<file path="src/rtl/vga_timgen_pro.sv">
// vga_timgen_pro -- VGA/LCD timing generator.
// Horizontal and vertical SYNC/BP/ACT/FP sequencers driven from shadowed
// timing fields, with programmable sync polarity, pixel/line position outputs
// and a completed-frame counter.
// Optional line-compare interrupt output: define VGA_TIMGEN_LINECMP_EN.
module vga_timgen_pro #(
   parameter int TB_WIDTH  = 8,
   parameter int VB_WIDTH  = 12,
   parameter int CNT_WIDTH = 12,
   parameter int FRM_WIDTH = 16
) (
   input  logic                 clk_i,
   input  logic                 rst_n_i,
   input  logic                 en_i,
   input  logic                 pclk_en_i,
   input  logic [TB_WIDTH-1:0]  hsnsize_i,
   input  logic [TB_WIDTH-1:0]  hbpsize_i,
   input  logic [TB_WIDTH-1:0]  hfpsize_i,
   input  logic [VB_WIDTH-1:0]  hvlen_i,
   input  logic [TB_WIDTH-1:0]  vsnsize_i,
   input  logic [TB_WIDTH-1:0]  vbpsize_i,
   input  logic [TB_WIDTH-1:0]  vfpsize_i,
   input  logic [VB_WIDTH-1:0]  vvlen_i,
   input  logic                 hpol_i,
   input  logic                 vpol_i,
   output logic [CNT_WIDTH-1:0] pos_x_o,
   output logic [CNT_WIDTH-1:0] pos_y_o,
   output logic                 hsync_o,
   output logic                 vsync_o,
   output logic                 hend_o,
   output logic                 vend_o,
   output logic                 de_o,
   output logic [FRM_WIDTH-1:0] frame_cnt_o
`ifdef VGA_TIMGEN_LINECMP_EN
   ,
   input  logic [VB_WIDTH-1:0]  lcmp_i,
   output logic                 lcmp_o
`endif
);

   // Region counters must hold the widest field of either kind.
   localparam int RW = (VB_WIDTH > TB_WIDTH) ? VB_WIDTH : TB_WIDTH;

   typedef enum logic [1:0] {ST_SYNC, ST_BP, ST_ACT, ST_FP} state_t;

   typedef struct packed {
      logic [TB_WIDTH-1:0] sn;
      logic [TB_WIDTH-1:0] bp;
      logic [TB_WIDTH-1:0] fp;
      logic [VB_WIDTH-1:0] vlen;
   } axis_cfg_t;

   axis_cfg_t     h_cfg, v_cfg;
   state_t        hstate, vstate;
   logic [RW-1:0] hcnt, vcnt;
   logic          en_q;
   logic          tick, h_last, v_last, hend, vend;

   // Position outputs would silently lose active-line bits otherwise.
   if (CNT_WIDTH < VB_WIDTH) begin : g_width_check
      $error("vga_timgen_pro: CNT_WIDTH must be >= VB_WIDTH");
   end

   // Zero-based length of the region a sequencer is currently in.
   function automatic logic [RW-1:0] region_len(input state_t st, input axis_cfg_t cfg);
      logic [RW-1:0] len;
      len = '0;
      unique case (st)
         ST_SYNC: len = RW'(cfg.sn);
         ST_BP:   len = RW'(cfg.bp);
         ST_ACT:  len = RW'(cfg.vlen);
         ST_FP:   len = RW'(cfg.fp);
      endcase
      return len;
   endfunction

   function automatic state_t next_state(input state_t st);
      state_t nxt;
      nxt = ST_SYNC;
      unique case (st)
         ST_SYNC: nxt = ST_BP;
         ST_BP:   nxt = ST_ACT;
         ST_ACT:  nxt = ST_FP;
         ST_FP:   nxt = ST_SYNC;
      endcase
      return nxt;
   endfunction

   assign tick   = en_i && pclk_en_i;
   assign h_last = (hcnt == region_len(hstate, h_cfg));
   assign v_last = (vcnt == region_len(vstate, v_cfg));
   assign hend   = tick && (hstate == ST_FP) && h_last;
   assign vend   = hend && (vstate == ST_FP) && v_last;

   // Shadow timing: track the inputs while idle, otherwise reload only at frame end.
   always_ff @(posedge clk_i or negedge rst_n_i) begin
      // NOTE: state registers use non-blocking assignments so every flop samples pre-edge values.
      if (!rst_n_i) begin
         h_cfg <= '0;
         v_cfg <= '0;
      end else if (!en_i || vend) begin
         h_cfg <= '{sn: hsnsize_i, bp: hbpsize_i, fp: hfpsize_i, vlen: hvlen_i};
         v_cfg <= '{sn: vsnsize_i, bp: vbpsize_i, fp: vfpsize_i, vlen: vvlen_i};
      end
   end

   // Horizontal sequencer: one step per pixel tick.
   always_ff @(posedge clk_i or negedge rst_n_i) begin
      if (!rst_n_i) begin
         hstate <= ST_SYNC;
         hcnt   <= '0;
      end else if (!en_i) begin
         hstate <= ST_SYNC;
         hcnt   <= '0;
      end else if (tick) begin
         if (h_last) begin
            hstate <= next_state(hstate);
            hcnt   <= '0;
         end else begin
            hcnt <= hcnt + RW'(1);
         end
      end
   end

   // Vertical sequencer: one step per completed line.
   always_ff @(posedge clk_i or negedge rst_n_i) begin
      if (!rst_n_i) begin
         vstate <= ST_SYNC;
         vcnt   <= '0;
      end else if (!en_i) begin
         vstate <= ST_SYNC;
         vcnt   <= '0;
      end else if (hend) begin
         if (v_last) begin
            vstate <= next_state(vstate);
            vcnt   <= '0;
         end else begin
            vcnt <= vcnt + RW'(1);
         end
      end
   end

   // Enable history for output gating, and the completed-frame counter.
   always_ff @(posedge clk_i or negedge rst_n_i) begin
      if (!rst_n_i) begin
         en_q        <= 1'b0;
         frame_cnt_o <= '0;
      end else begin
         en_q <= en_i;
         if (vend) frame_cnt_o <= frame_cnt_o + FRM_WIDTH'(1);
      end
   end

   assign hend_o  = hend;
   assign vend_o  = vend;
   assign de_o    = (hstate == ST_ACT) && (vstate == ST_ACT) && en_q;
   assign pos_x_o = (hstate == ST_ACT) ? CNT_WIDTH'(hcnt) : '0;
   assign pos_y_o = (vstate == ST_ACT) ? CNT_WIDTH'(vcnt) : '0;
   assign hsync_o = en_q ? ((hstate == ST_SYNC) ^ hpol_i) : hpol_i;
   assign vsync_o = en_q ? ((vstate == ST_SYNC) ^ vpol_i) : vpol_i;

`ifdef VGA_TIMGEN_LINECMP_EN
   logic lcmp_hit;

   // The next line step lands on active line lcmp_i (line 0 entered from BP).
   assign lcmp_hit = ((vstate == ST_BP) && v_last && (lcmp_i == '0)) ||
                     ((vstate == ST_ACT) && !v_last && ((vcnt + RW'(1)) == RW'(lcmp_i)));

   // Line-compare pulse, one clock wide after the matching line step.
   always_ff @(posedge clk_i or negedge rst_n_i) begin
      if (!rst_n_i) begin
         lcmp_o <= 1'b0;
      end else begin
         lcmp_o <= hend && lcmp_hit;
      end
   end
`endif

endmodule

</file>
<file path="config.mk">
export PLATFORM = sky130hd
export DESIGN_NAME = vga_timgen_pro
export DESIGN_NICKNAME = d
export VERILOG_FILES = /design/src/rtl/vga_timgen_pro.sv
export SDC_FILE = /design/constraint.sdc
export NUM_CORES = 1
export LEC_CHECK = 0
export CORE_MARGIN = 2
export CORE_UTILIZATION = 50
export CTS_CLUSTER_DIAMETER = 150
export CTS_CLUSTER_SIZE = 30
export DETAILED_ROUTE_END_ITERATION = 10
export GPL_TIMING_DRIVEN = 0
export PLACE_DENSITY = 0.86
export SYNTH_ARGS = -nofsm -noshare
export SYNTH_HDL_FRONTEND = slang
export SYNTH_SLANG_ARGS = --single-unit
</file>
<file path="constraint.sdc">
create_clock -name clk_i -period 5.9 [get_ports clk_i]
set_input_delay 1.475 -clock clk_i [delete_from_list [all_inputs] [get_ports clk_i]]
set_output_delay 1.475 -clock clk_i [all_outputs]
set_load 0.02 [all_outputs]
</file>
==> summary.txt <==
Min path
  – Hold Path Class: register to register

Drt
  – WL/cell: roughly 18 um
  – Antenna Nets Post-Route: 0
  – Total wire length: 16000 um
  – 1st-iter DRT viols: about 460
  – Vias: 4815
  – Vias/cell: between 5 and 6
  – DRC Markers: 0
  – First drt pass iteration count: 6

Synth
  – Yosys top cell by area: dfrtp_1
  – Syn_area_per_cell: 11.7 um2
  – Synthesis-stage register bit count: 117
  – FFs w/ async S/R, synth: 1.00
  – Synth warn: 0
  – Top_reg_cell synth: dfrtp_1
  – Largest cells by area after synthesis: dfrtp_1 (46%), mux2_4 (17%), xnor2_1 (4.8%)
  – Area share of the largest cell type after synthesis: 0.461
  – Post-Syn Nets: 634
  – Post-Syn Area: 6360 um2
  – Netlist cell types: 50
  – Number of flops mapped to enable cells by yosys: 0
  – Share of the yosys chip area belonging to registers: 0.461
  – Gate Count Post-Synth: approximately 550

CTS
  – CTS H-Tree Depth: 4
  – Sink Count: 117
  – CTS buffer count: 17
  – CTS tree: yes
  – Register clock-pin slew on the reported worst setup and hold paths: 50 ps
  – Clk_lat worst skew: approximately 420 ps
  – Root Buffer Master: clkbuf_16
  – Clk buf depth: 2
  – Setup Fix Bufs, Post-CTS: 0
  – Post-CTS Resized: 0
  – Hold Buf Count CTS: 0

Placed design
  – Final HPWL DP: 11300 um
  – Port Buf Inserts: 121
  – GPL Wtd Cong: 0.903

Timing
  – Clock skew: 7.38 ps
  – Hold_ws: 477 ps
  – Final Cycle Share: 0.958
  – Least-Margin Pin Slew: 694 ps
  – Final Max Tran Viols: 0
  – RSZ-0062 raised after global routing: false
  – Fin. Hold Viols: 0
  – Min Clock Period, post-route: 5650 ps
  – Total negative setup slack: 0 ps
  – F_max: around 180 MHz
  – Max_slew headroom: 0.538
  – Final setup viols: 0

Final layout
  – Layout cells sized above 1: 0.177
  – Final nets: 775
  – Area delta synth->final: 32.3%
  – N_diodes: 0

Global route
  – First-pass GRT wire length: 25800 um
  – Initial antenna violation count: 0
  – Remaining Overflow, GRT: 0
  – Largest net degree at the start of global routing: 67
  – Vias in the first global route: 5045
  – Total global-route track usage: 0.249

Power
  – Max rail drop VDD: 0.155 mV
  – Total power: 2.19 mW
  – Leak: 3.75 nW
  – Power per cell area: 261 nW/um2

Setup path
  – Startpoint types: register
  – Critical path class: register to output pin
  – Worst EP arrival: 4180 ps
  – CP endpoint kind: output pin
  – Crit path required time: between 4000 and 5000 ps
  – Slack of the worst reg-to-reg path: between 2000 and 2500 ps
  – Critical path peak fanout: 10

Die
  – Total I/O pin count: 123
  – Core area: 12500 um2
  – FP Rows: 41
  – Initial core utilization: 0.508
  – Chip width: 117 um
  – Die height: 117 um
  – Die footprint: 13600 um2

Run status
  – Outcome: completed

Run
  – Max cap viols: 0
## layout make-up
type	instances	area, um2
fillers	921	4110
multi-input cells	378	3170
flip-flops and latches	117	2930
repair buffers	122	1240
clock buffers	22	474
well taps	172	215
plain buffers	28	173
clock inverters	10	128
inverters	22	82.6
## worst max-delay path, stage by stage, from the launching register on
cell and delay [ps]:
dfrtp_1 410, inv_1 90, ha_1 320, buf_2 240, a222oi_1 410, a21oi_1 160
xnor2_1 260, nand4_1 200, or4_1 640, buf_2 240, nor2_1 170, clkdlybuf4s50_1 630
## synth_stat cells (2+ instances only)
library cell,instances
nor4_1,10
nand2_1,33
a21boi_1,2
and2_1,27
nor4bb_1,2
a222oi_1,16
mux2i_1,9
o21ai_0,9
a21oi_1,14
clkbuf_1,13
nand3b_1,2
nand4_1,9
nor2_1,30
buf_6,8
a21boi_0,6
nor2b_1,15
inv_1,21
a211oi_1,3
mux2_1,2
ha_1,11
dfrtp_1,117
or3_1,3
mux2_4,70
xor2_1,18
nor3_1,5
and3_1,7
o21a_1,2
nand3_1,18
buf_2,6
mux2_2,2
xnor2_1,35
or4_1,2
## worst paths after layout
path	from	endpoint	depth (start not counted)
worst max-delay path	hstate[0]$_DFFE_PN0P_	vend_o	11
worst max register to register	hstate[0]$_DFFE_PN0P_	h_cfg[26]$_DFFE_PN0P_	13
max in group asynchronous	rst_n_i	v_cfg[3]$_DFFE_PN0P_	2
worst min register to register	frame_cnt_o[15]$_DFFE_PN0P_	frame_cnt_o[15]$_DFFE_PN0P_	1
min in group asynchronous	rst_n_i	h_cfg[3]$_DFFE_PN0P_	1
worst min-delay path	frame_cnt_o[15]$_DFFE_PN0P_	frame_cnt_o[15]$_DFFE_PN0P_	1
## power breakdown
part	switching, mW	internal [mW]
Clock	0.360	0.692
Sequential	0.0391	0.856
Combinational	0.0945	0.151
## kinds of logic after synthesis
kind of cell    after synthesis  share of synthesized area
simple gates                172                      0.148
flops                       117                      0.461
mux                          83                      0.187
compound gates               59                     0.0699
xor+xnor                     53                     0.0730
buf+inv                      50                     0.0402
fa+ha+maj                    11                     0.0216
## cells in the final DEF, fill, tap and decap left out, types with 6 or more instances in the layout
cell and n:
buf_2 6, a222oi_1 16, nand2_1 33, clkbuf_16 17
xnor2_1 35, and2_1 27, nor2_1 30, ha_1 11
a21oi_1 14, nor2b_1 15, inv_1 21, and3_1 7
buf_6 8, mux2i_1 9, mux2_4 70, nor4_1 10
o21ai_0 9, a21boi_0 6, nand4_1 9, clkdlybuf4s50_1 120
xor2_1 18, dfrtp_1 117, clkbuf_1 15, clkinv_2 6
nand3_1 18
## stage by stage
| stage | cell area (um2) | worst slack, ps | instances | util |
|---|---|---|---|---|
| global placement | 7780 | -913 | 838 | 0.622 |
| global route | 8410 | 122 | 871 | 0.672 |
| finish | 8410 | 247 | 871 | 0.672 |
| floorplan | 6360 | 1660 | 545 | - |
| detailed placement | 7810 | 345 | 839 | 0.624 |
| CTS | 8410 | 300 | 871 | 0.672 |
## routing by layer
layer	GRT usage	vias to the layer above	share of wire
met3	0.0503	28	0.054
met4	0.0847	0	0.018
met2	0.416	185	0.50
met1	0.324	2395	0.43
li1	-	2207	-
met5	0	-	0
## flip-flops by register name, summed over array words and instances (netlist names)
register and count:
frame_cnt_o 16, vcnt 12, hstate 2, h_cfg 36, en_q 1, v_cfg 36, hcnt 12, vstate 2
Power figures use the tool's default switching activity.
